File: src/rtl/vedic_pkg.sv
// Shared definitions for the Vedic multiplier arbiter: default sizes,
// control-state encoding and the {valid,id} tag carried alongside each product.
package vedic_pkg;

    localparam int VEDIC_W       = 8;
    localparam int VEDIC_MUL_LAT = 3;
    localparam int VEDIC_PW      = 2 * VEDIC_W;

    typedef enum logic [1:0] {
        RUN   = 2'd0,
        DRAIN = 2'd1,
        DONE  = 2'd2
    } state_e;

    typedef logic req_id_t;

    typedef struct packed {
        logic    valid;
        req_id_t id;
    } tag_t;

endpackage

File: src/rtl/vedic_tag_pipe.sv
// Fixed-depth, never-stalling shift register that carries the requester tag
// of each issued operation in lockstep with the multiplier pipeline.
module vedic_tag_pipe
    import vedic_pkg::*;
#(
    parameter int DEPTH = VEDIC_MUL_LAT + 1
) (
    input  logic clk,
    input  logic rst_n,
    input  tag_t tag_in,
    output tag_t tag_out
);

    tag_t stage_q [DEPTH];
    tag_t stage_d [DEPTH];

    always_comb begin
        stage_d[0] = tag_in;
        for (int i = 1; i < DEPTH; i++) begin
            stage_d[i] = stage_q[i-1];
        end
    end

    // NOTE: this storage array is reset on purpose; a stale valid bit would emit a
    // phantom response after reset, so every stage must start empty.
    always_ff @(posedge clk or negedge rst_n) begin
        if (!rst_n) begin
            for (int i = 0; i < DEPTH; i++) begin
                stage_q[i] <= '0;
            end
        end else begin
            stage_q <= stage_d;
        end
    end

    assign tag_out = stage_q[DEPTH-1];

endmodule

File: src/rtl/vedic_mult_arbiter.sv
// Round-robin front end that shares one pipelined multiplier between two
// requesters, routes products back by tag, and supports flush/drain.
module vedic_mult_arbiter
    import vedic_pkg::*;
#(
    parameter int MUL_LAT = VEDIC_MUL_LAT,
    parameter int W       = VEDIC_W
) (
    input  logic           CLK,
    input  logic           RST_N,
    input  logic           REQ0_VALID,
    input  logic [W-1:0]   REQ0_A,
    input  logic [W-1:0]   REQ0_B,
    output logic           REQ0_READY,
    input  logic           REQ1_VALID,
    input  logic [W-1:0]   REQ1_A,
    input  logic [W-1:0]   REQ1_B,
    output logic           REQ1_READY,
    output logic           RSP0_VALID,
    output logic [2*W-1:0] RSP0_P,
    output logic           RSP1_VALID,
    output logic [2*W-1:0] RSP1_P,
    output logic [W-1:0]   MUL_A,
    output logic [W-1:0]   MUL_B,
    output logic           MUL_VALID,
    input  logic [2*W-1:0] MUL_P,
    input  logic           FLUSH,
    output logic           FLUSH_DONE,
    output logic           BUSY
);

    localparam int CW = $clog2(MUL_LAT + 2);

    state_e          state_q, state_d;
    req_id_t         prio_q, prio_d;
    logic [CW-1:0]   count_q, count_d;
    logic [W-1:0]    mul_a_q, mul_a_d;
    logic [W-1:0]    mul_b_q, mul_b_d;
    logic            mul_valid_q, mul_valid_d;
    logic            rsp0_valid_q, rsp0_valid_d;
    logic            rsp1_valid_q, rsp1_valid_d;
    logic [2*W-1:0]  rsp0_p_q, rsp0_p_d;
    logic [2*W-1:0]  rsp1_p_q, rsp1_p_d;

    req_id_t winner;
    logic    accept;
    tag_t    tag_in;
    tag_t    tag_out;

    // NOTE: every signal written here gets a default first, so no latch is inferred.
    always_comb begin
        REQ0_READY = 1'b0;
        REQ1_READY = 1'b0;
        winner     = prio_q;
        if (state_q == RUN && !FLUSH) begin
            if (REQ0_VALID && REQ1_VALID) begin
                winner = prio_q;
            end else begin
                winner = REQ1_VALID;
            end
            REQ0_READY = REQ0_VALID && (winner == 1'b0);
            REQ1_READY = REQ1_VALID && (winner == 1'b1);
        end
        accept = REQ0_READY || REQ1_READY;
    end

    assign tag_in.valid = accept;
    assign tag_in.id    = winner;

    vedic_tag_pipe #(
        .DEPTH (MUL_LAT + 1)
    ) u_tag_pipe (
        .clk     (CLK),
        .rst_n   (RST_N),
        .tag_in  (tag_in),
        .tag_out (tag_out)
    );

    always_comb begin
        prio_d      = accept ? ~winner : prio_q;
        mul_valid_d = accept;
        mul_a_d     = mul_a_q;
        mul_b_d     = mul_b_q;
        if (accept) begin
            mul_a_d = winner ? REQ1_A : REQ0_A;
            mul_b_d = winner ? REQ1_B : REQ0_B;
        end

        // The tag leaving the pipe lines up with the product currently on MUL_P.
        rsp0_valid_d = tag_out.valid && (tag_out.id == 1'b0);
        rsp1_valid_d = tag_out.valid && (tag_out.id == 1'b1);
        rsp0_p_d     = rsp0_valid_d ? MUL_P : rsp0_p_q;
        rsp1_p_d     = rsp1_valid_d ? MUL_P : rsp1_p_q;

        case ({accept, tag_out.valid})
            2'b10:   count_d = count_q + CW'(1);
            2'b01:   count_d = count_q - CW'(1);
            default: count_d = count_q;
        endcase

        state_d = state_q;
        case (state_q)
            RUN: begin
                if (FLUSH) state_d = DRAIN;
            end
            DRAIN: begin
                if (!FLUSH)              state_d = RUN;
                else if (count_q == '0)  state_d = DONE;
            end
            DONE: begin
                if (!FLUSH) state_d = RUN;
            end
            default: state_d = RUN;
        endcase
    end

    // NOTE: sequential state uses non-blocking assignments so all flops update
    // from the same pre-edge values.
    always_ff @(posedge CLK or negedge RST_N) begin
        if (!RST_N) begin
            state_q      <= RUN;
            prio_q       <= 1'b0;
            count_q      <= '0;
            mul_a_q      <= '0;
            mul_b_q      <= '0;
            mul_valid_q  <= 1'b0;
            rsp0_valid_q <= 1'b0;
            rsp1_valid_q <= 1'b0;
            rsp0_p_q     <= '0;
            rsp1_p_q     <= '0;
        end else begin
            state_q      <= state_d;
            prio_q       <= prio_d;
            count_q      <= count_d;
            mul_a_q      <= mul_a_d;
            mul_b_q      <= mul_b_d;
            mul_valid_q  <= mul_valid_d;
            rsp0_valid_q <= rsp0_valid_d;
            rsp1_valid_q <= rsp1_valid_d;
            rsp0_p_q     <= rsp0_p_d;
            rsp1_p_q     <= rsp1_p_d;
        end
    end

    assign MUL_A      = mul_a_q;
    assign MUL_B      = mul_b_q;
    assign MUL_VALID  = mul_valid_q;
    assign RSP0_VALID = rsp0_valid_q;
    assign RSP1_VALID = rsp1_valid_q;
    assign RSP0_P     = rsp0_p_q;
    assign RSP1_P     = rsp1_p_q;
    assign BUSY       = (count_q != '0);
    assign FLUSH_DONE = (state_q == DONE);

endmodule

File: config.mk
export PLATFORM = sky130hd
export DESIGN_NAME = vedic_mult_arbiter
export DESIGN_NICKNAME = d
export VERILOG_FILES = /design/src/rtl/vedic_pkg.sv /design/src/rtl/vedic_tag_pipe.sv /design/src/rtl/vedic_mult_arbiter.sv
export SDC_FILE = /design/constraint.sdc
export NUM_CORES = 1
export LEC_CHECK = 0
export CAP_MARGIN = 15
export CORE_ASPECT_RATIO = 1.75
export CORE_UTILIZATION = 62
export DETAILED_ROUTE_END_ITERATION = 16
export DONT_BUFFER_PORTS = 1
export PLACE_DENSITY = 0.78
export REMOVE_ABC_BUFFERS = 1
export SKIP_LAST_GASP = 1
export SYNTH_ARGS = -nofsm -noshare
export SYNTH_HDL_FRONTEND = slang
export SYNTH_HIERARCHICAL = 1
export SYNTH_SLANG_ARGS = --single-unit
File: constraint.sdc
create_clock -name CLK -period 2.23 [get_ports CLK]
set_input_delay 0.446 -clock CLK [delete_from_list [all_inputs] [get_ports CLK]]
set_output_delay 0.446 -clock CLK [all_outputs]
set_load 0.01 [all_outputs]
==> impl_metrics.env, run 1 <==
export IMPL_status="complete, no violations"
export IMPL_required_ns=1.78
export IMPL_postLayoutCoreUtil_pct=69.9
export IMPL_wl_per_cell_um=19.5
export IMPL_syn_inst=191
export IMPL_final_fill_count=290
export IMPL_rows=31
export IMPL_ys_async_sr_fraction_pct=100
export IMPL_setup_viol=0
export IMPL_critPathLaunchType="flop"
export IMPL_place_gp_congestion=0.761
export IMPL_grt_pass1_wl_mm=7.22
export IMPL_netlist_area_leader_share_pct=61.9
export IMPL_layout_commonest_cell="dfrtp_1"
export IMPL_io_pins=108
export IMPL_p_per_area_nw_per_um2=1440
export IMPL_grt_usage_pct=22.5
export IMPL_layout_drive_gt1_share_pct=29.9
export IMPL_drt_pass1_iter_count=4
export IMPL_synth_area_leaders="dfrtp_1 (62%), mux2_2 (14%), a221o_1 (6.1%)"
export IMPL_final_antenna_net_count=0
export IMPL_die_area_um2=4510
export IMPL_vias=1549
export IMPL_clk_latency_ns=0.33
export IMPL_cp_arrival_ns=1.48
export IMPL_avgSynthCellArea_um2=13.8
export IMPL_hp_class="in -> reg"
export IMPL_core_area_um2=4110
export IMPL_antenna_cells=0
export IMPL_leakagePower_nw=1.28
export IMPL_cp_max_fo=4
export IMPL_drv_cap=0
export IMPL_start_util_pct=63.9
export IMPL_ys_seq_area_share_pct=61.9
export IMPL_yosysTopAreaCell="dfrtp_1"
export IMPL_cts_made_buffers=9
export IMPL_path_clk_slew_ns=0.06
export IMPL_totalWireLength_mm=4.87
export IMPL_worst_pin_slew_ns=0.803
export IMPL_grt_pass1_vias=1568
export IMPL_cp_end_kind="output port"
export IMPL_port_buffers=0
export IMPL_netlist_cell_type_count=28
export IMPL_skew_ns=0.00715
export IMPL_ys_warn_count=6
export IMPL_hpwl_mm=3.42
export IMPL_synth_edf_count=0
export IMPL_cts_tree="done"
export IMPL_rsz0062_at_grt="no"
export IMPL_tns_ns=0
export IMPL_total_power_mw=4.13
export IMPL_fin_nets=252
export IMPL_h_tree_depth=3
export IMPL_antenna_found_initial=0
export IMPL_die_x_um=51.2
export IMPL_root_buffer="clkbuf_8"
export IMPL_area_growth_pct=9.28
export IMPL_relSlewSlack_pct=46.4
export IMPL_ir_drop_mv=0.802
export IMPL_max_freq_mhz=518
export IMPL_drv_slew=0
export IMPL_period_minus_slack_ns=1.93
export IMPL_layout_cells_non_filler=250
export IMPL_die_h_um=88.1
export IMPL_ys_seq_elements=65
export IMPL_netlist_area_um2=2630
export IMPL_hold_viol=0
export IMPL_grt_overflow_total=0
export IMPL_ctsLongestPathBuffers=2
export IMPL_drc=0
export IMPL_grt_max_degree=66
export IMPL_fin_crit_sh_pct=86.5
export IMPL_cts_sinks=65
export IMPL_layout_common_cells="dfrtp_1 (65), mux2_2 (32), nand2_1 (19)"
export IMPL_ys_flop_type="dfrtp_1"
export IMPL_hold_slack_ns=0.216
export IMPL_dp_cells=233
export IMPL_drtIter0Drc=29
export IMPL_crit_type="reg -> out"
export IMPL_avgViaCountPerCell=6.20
per-stage QoR:
stage               cell area, um2  worst slack, ns
global placement              2640            0.516
finish                        2870            0.301
CTS                           2870            0.279
floorplan                     2540            0.219
global route                  2870            0.225
detailed placement            2640            0.392
layout make-up:
class	count	area (um2)	share of cell area, %
clock inverters	2	37.5	1.31
repair buffers	7	75.1	2.61
inverters	7	26.3	0.915
multi-input cells	107	887	30.9
clock buffers	13	159	5.53
flip-flops and latches	65	1630	56.6
well taps	49	61.3	2.13
where the power goes:
group / internal [mW] / leakage, nW / switching (mW)
sequential: 1.72 / 0.782 / 0.580
clock: 0.572 / 0.0957 / 0.404
combinational: 0.482 / 0.401 / 0.366
total: 2.78 / 1.28 / 1.35
critical path: stages (launching register included):
cell and delay [ns]:
dfrtp_1 0.41, or3_1 0.38, nor3b_1 0.36
cell families (layout without fill, tap and decap cells):
| logic type | Yosys count | in the layout | synth area share, % |
|---|---|---|---|
| flops | 65 | 65 | 61.9 |
| simple gates | 48 | 48 | 10.1 |
| mux | 32 | 32 | 13.7 |
| compound gates | 22 | 22 | 7.71 |
| buf+inv | 19 | 29 | 4.38 |
| xor+xnor | 3 | 3 | 1.00 |
| fa+ha+maj | 2 | 2 | 1.24 |
what timing repair did:
item | in CTS | in global routing
hold buffers | 2 | 0
resized for setup | 0 | 0
buffers inserted | 0 | 0
endpoints found under the hold margin | 65 | 0
per-layer routing:
| metal | GRT usage [%] | up-vias | routed length, um |
|---|---|---|---|
| li1 | - | 690 | - |
| met4 | 9.58 | 0 | 53 |
| met2 | 39.2 | 100 | 2680 |
| met3 | 8.51 | 6 | 446 |
| met5 | 0 | - | 0 |
| met1 | 24.0 | 753 | 1690 |
Yosys cell counts (2+ instances only):
master / n
buf_6: 2
or3_1: 2
a221o_1: 16
dfrtp_1: 65
inv_1: 7
nor3_1: 9
buf_2: 7
xor2_1: 2
mux2_2: 32
nand2_1: 19
nor3_2: 8
nor2_1: 3
nor2b_1: 4
final timing paths:
| path | startpoint | endpoint | slack, ns | depth (start not counted) |
|---|---|---|---|---|
| max in group asynchronous | RST_N | RSP1_P[12] | 1.31 | 2 |
| hold reg to reg | u_tag_pipe/stage_d[5] | u_tag_pipe/stage_d[3] | 0.35 | 0 |
| setup / recovery | state_q[0] | REQ1_READY | 0.30 | 2 |
| hold / removal | REQ1_VALID | prio_q | 0.22 | 1 |
| min in group asynchronous | RST_N | u_tag_pipe/stage_d[0] | 0.67 | 2 |
| setup reg to reg | state_q[0] | count_q[1] | 0.44 | 6 |
state kept, by name, summed over array words and instances (netlist names), 2 cells and up:
| register | cells |
|---|---|
| MUL_A | 8 |
| MUL_B | 8 |
| RSP0_P | 16 |
| RSP1_P | 16 |
| count_q | 3 |
| state_q | 2 |
| u_tag_pipe/stage_d | 6 |
| u_tag_pipe/tag_out | 2 |
Note: power is estimated with default switching activity, not from simulation.
==> run 2, diff against run 1 <==
- CORE_UTILIZATION: 62 -> 65
- CTS_BUF_LIST: not set -> sky130_fd_sc_hd__clkbuf_4
- PLACE_DENSITY: 0.78 -> 0.81
==> run 2 against run 1 <==
- via count increased by 1.5%
- sequential power about the same
- global-route usage increased by 1.7 points
- critical endpoint unchanged
- largest cell class unchanged
==> impl_metrics.env, run 2 (synthesis results as in run 1) <==
export IMPL_status="complete, no violations"
export IMPL_cts_sinks=65
export IMPL_io_pins=108
export IMPL_clk_latency_ns=0.39
export IMPL_worst_pin_slew_ns=0.740
export IMPL_place_gp_congestion=0.734
export IMPL_antenna_found_initial=0
export IMPL_grt_usage_pct=24.2
export IMPL_cp_end_kind="output port"
export IMPL_required_ns=1.78
export IMPL_relSlewSlack_pct=50.6
export IMPL_die_area_um2=4310
export IMPL_hp_start="REQ1_VALID"
export IMPL_ir_drop_mv=0.905
export IMPL_core_area_um2=3870
export IMPL_antenna_cells=0
export IMPL_rows=30
export IMPL_cp_arrival_ns=1.70
export IMPL_avgViaCountPerCell=6.29
export IMPL_post_cts_setup_buffers=0
export IMPL_cts_made_buffers=9
export IMPL_skew_ns=0.00956
export IMPL_hold_viol=0
export IMPL_max_freq_mhz=466
export IMPL_crit_chain="or3_1 -> nor3b_1"
export IMPL_p_per_area_nw_per_um2=1390
export IMPL_rsz0062_at_grt="no"
export IMPL_post_cts_resize_count=0
export IMPL_setup_viol=0
export IMPL_start_util_pct=68.0
export IMPL_cp_max_fo=4
export IMPL_grt_max_degree=66
export IMPL_fin_nets=252
export IMPL_cts_tree="done"
export IMPL_dp_cells=232
export IMPL_totalWireLength_mm=4.97
export IMPL_grt_pass1_wl_mm=7.65
export IMPL_slowest_stage="nor3b_1"
export IMPL_drt_pass1_iter_count=6
export IMPL_layout_cells_non_filler=250
export IMPL_worstHoldPathCells=1
export IMPL_critPathLaunchType="flop"
export IMPL_rr_startpoint="state_q[0]"
export IMPL_final_antenna_net_count=0
export IMPL_die_x_um=50.1
export IMPL_grt_pass1_vias=1694
export IMPL_layout_drive_gt1_share_pct=30.7
export IMPL_drv_slew=0
export IMPL_r2r_slack_ns=0.44
export IMPL_vias=1572
export IMPL_drv_cap=0
export IMPL_drc=0
export IMPL_hold_buffers=2
export IMPL_root_buffer="clkbuf_4"
export IMPL_layout_commonest_cell="dfrtp_1"
export IMPL_tns_ns=0
export IMPL_leakagePower_nw=1.25
export IMPL_port_buffers=0
export IMPL_min_to="prio_q"
export IMPL_total_power_mw=3.91
export IMPL_ctsLongestPathBuffers=2
export IMPL_h_tree_depth=3
export IMPL_crit_type="reg -> out"
export IMPL_layout_common_cells="dfrtp_1 (65), mux2_2 (32), nand2_1 (19)"
export IMPL_period_minus_slack_ns=2.14
export IMPL_worstRegToRegCells=8
export IMPL_drtIter0Drc=27
export IMPL_path_clk_slew_ns=0.10
export IMPL_wl_per_cell_um=19.9
export IMPL_area_growth_pct=6.85
export IMPL_hpwl_mm=3.48
export IMPL_hp_class="in -> reg"
export IMPL_slowest_delay_ns=0.49
export IMPL_fin_crit_sh_pct=96.1
export IMPL_die_h_um=86.1
export IMPL_reg2reg_to="count_q[2]"
export IMPL_grt_overflow_total=0
[run 2: how the worst max path moves through the flow]
stage | depth (start not counted) | from | end
final | 2 | state_q[0] | REQ1_READY
after global routing | 2 | state_q[0] | REQ1_READY
after CTS | 2 | state_q[0] | REQ1_READY
after detailed placement | 6 | FLUSH | count_q[1]
after global placement | 2 | FLUSH | REQ1_READY
after floorplan | 7 | REQ1_VALID | count_q[2]
[run 2: worst max-delay path, delay by kind of cell, from the launching register on]
kind / cells / cell delay (ns)
AND/OR/NAND/NOR: 2 / 0.88
flip-flops: 1 / 0.43
[run 2: metrics by stage]
stage / hold slack [ns] / util (%) / setup slack (ns) / cell area (um2)
3_3_place_gp: 0.151 / 68.2 / 0.455 / 2640
6_report: 0.159 / 72.7 / 0.0862 / 2810
4_1_cts: 0.143 / 72.7 / 0.0699 / 2810
5_1_grt: 0.147 / 72.7 / 0.0342 / 2810
3_5_place_dp: 0.152 / 68.2 / 0.420 / 2640
2_1_floorplan: 0.150 / - / 0.219 / 2540
[run 2: cell type report]
| type | instances | area [um2] |
|---|---|---|
| multi-input combinational | 107 | 887 |
| timing repair buffer | 7 | 75.1 |
| clock buffer | 10 | 75.1 |
| sequential | 65 | 1630 |
| tap | 48 | 60.1 |
| inverter | 7 | 26.3 |
| clock inverter | 6 | 58.8 |
| fill | 259 | 1060 |
[run 2: report_power, final]
group | internal (mW) | switching (mW)
logic | 0.484 | 0.375
clock network | 0.347 | 0.402
registers | 1.72 | 0.589
[run 2: layer usage]
metal  global-route usage, %  part of all wire, %  routed length, um
met1                    25.8                   36               1790
met2                    42.2                   53               2640
met4                    9.35                  2.2                111
met3                    9.22                  8.7                434
met5                       0                    0                  0
==> run 3, diff against run 2 <==
- CTS_CLUSTER_SIZE: not set -> 24
- clock period: 2.23 -> 2.46 ns (I/O delays scaled with it)
==> run 3 against run 2 <==
- register-to-register slack worse by 0.05 ns
- core utilization shrank 1.0 points
- clock skew is 0.0038 ns higher
- first-iteration DRC count grew 26%
- global-route usage fell by 0.62 points
- wire length is 3.8% lower
- critical path type unchanged
- critical endpoint unchanged
==> impl_metrics.env, run 3 (synthesis results as in run 1) <==
export IMPL_fin_nets=250
export IMPL_hold_viol=0
export IMPL_ir_drop_mv=0.726
export IMPL_crit_type="reg -> out"
export IMPL_path_clk_slew_ns=0.09
export IMPL_busiest_layer="met2"
export IMPL_cp_arrival_ns=1.66
export IMPL_p_per_area_nw_per_um2=1230
export IMPL_io_pins=108
export IMPL_hp_class="in -> reg"
export IMPL_layout_commonest_cell="dfrtp_1"
export IMPL_critPathLaunchType="flop"
export IMPL_relSlewSlack_pct=46.6
export IMPL_period_minus_slack_ns=2.15
export IMPL_reg2reg_to="count_q[1]"
export IMPL_min_to="prio_q"
export IMPL_stdcell_area_um2=2770
export IMPL_hp_start="REQ1_VALID"
export IMPL_r2r_slack_ns=0.39
export IMPL_leakagePower_nw=1.24
export IMPL_vias=1534
export IMPL_grt_overflow_total=0
export IMPL_root_buffer="clkbuf_4"
export IMPL_area_growth_pct=5.38
export IMPL_drv_slew=0
export IMPL_die_h_um=86.1
export IMPL_die_area_um2=4310
export IMPL_pre_cts_ws_ns=0.0796
export IMPL_totalWireLength_mm=4.78
export IMPL_place_area_um2=2620
export IMPL_avgViaCountPerCell=6.19
export IMPL_drv_cap=0
export IMPL_cts_made_buffers=9
export IMPL_postLayoutCoreUtil_pct=71.7
export IMPL_cp_max_fo=4
export IMPL_worst_pin_slew_ns=0.802
export IMPL_drtIter0Drc=34
export IMPL_drc=0
export IMPL_status="complete, no violations"
export IMPL_rsz0062_at_grt="no"
export IMPL_hpwl_mm=3.50
export IMPL_layout_drive_gt1_share_pct=29.5
export IMPL_total_power_mw=3.41
export IMPL_wl_per_cell_um=19.3
export IMPL_core_area_um2=3870
export IMPL_grtUsageMet1_pct=22.7
export IMPL_layout_common_cells="dfrtp_1 (65), mux2_2 (32), nand2_1 (19)"
export IMPL_fin_ws_ns=0.312
export IMPL_port_buffers=0
export IMPL_h_tree_depth=3
export IMPL_grt_pass1_vias=1678
export IMPL_gr_usage_met3_pct=10.5
export IMPL_fin_crit_sh_pct=87.3
export IMPL_max_freq_mhz=466
export IMPL_place_gp_congestion=0.747
export IMPL_worstHoldPathCells=1
export IMPL_grt_usage_pct=23.6
export IMPL_ctsLongestPathBuffers=2
export IMPL_cts_sinks=65
export IMPL_grt_max_degree=66
export IMPL_grt_util_met2_pct=41.8
export IMPL_antenna_found_initial=0
export IMPL_skew_ns=0.0134
export IMPL_worstRegToRegCells=6
export IMPL_clk_latency_ns=0.38
export IMPL_post_cts_resize_count=0
export IMPL_drt_pass1_iter_count=4
export IMPL_tns_ns=0
export IMPL_final_antenna_net_count=0
export IMPL_cts_tree="done"
export IMPL_grt_pass1_wl_mm=7.35
export IMPL_rows=30
export IMPL_die_x_um=50.1
export IMPL_antenna_cells=0
export IMPL_start_util_pct=68.0
export IMPL_required_ns=1.97
export IMPL_setup_viol=0
export IMPL_rr_startpoint="state_q[0]"
export IMPL_cp_end_kind="output port"
run 3: area by class of cell:
| type | instances | area [um2] |
|---|---|---|
| flip-flops and latches | 65 | 1630 |
| clock inverters | 4 | 20.0 |
| fillers | 278 | 1100 |
| inverters | 7 | 26.3 |
| multi-input cells | 107 | 887 |
| well taps | 48 | 60.1 |
| clock buffers | 12 | 90.1 |
| repair buffers | 5 | 60.1 |
run 3: per-layer routing:
metal  share of wire, %  up-vias
met3                9.4        8
met4                1.2        0
met1                 33      746
li1                   -      685
met5                  0        -
met2                 56       95
run 3: per-stage QoR:
step	std cells	hold slack [ns]
detailed placement	230	0.198
global route	248	0.187
CTS	248	0.164
global placement	230	0.197
floorplan	179	0.196
finish	248	0.200
run 3: how the worst max path moves through the flow:
stage / start / end / slack, ns / depth (start not counted)
after floorplan: REQ1_VALID / count_q[2] / 0.40 / 7
after global placement: REQ1_VALID / count_q[2] / 0.27 / 7
after detailed placement: REQ1_VALID / count_q[2] / 0.08 / 7
after CTS: state_q[0] / REQ1_READY / 0.27 / 2
after global routing: state_q[0] / count_q[1] / 0.19 / 6
final: state_q[0] / REQ1_READY / 0.31 / 2
run 3: repair_timing:
action,in CTS,in global routing
endpoints found under the setup margin,0,0
hold buffers,2,0
endpoints found under the hold margin,65,0
setup buffers,0,0
run 3: power breakdown:
group | internal, mW | switching, mW | total (mW)
Sequential | 1.56 | 0.529 | 2.08
Clock | 0.234 | 0.335 | 0.569
Combinational | 0.432 | 0.327 | 0.759
run 3: critical path: stages (launching register included):
cell and delay [ns]:
dfrtp_1 0.43, or3_1 0.39, nor3b_1 0.46
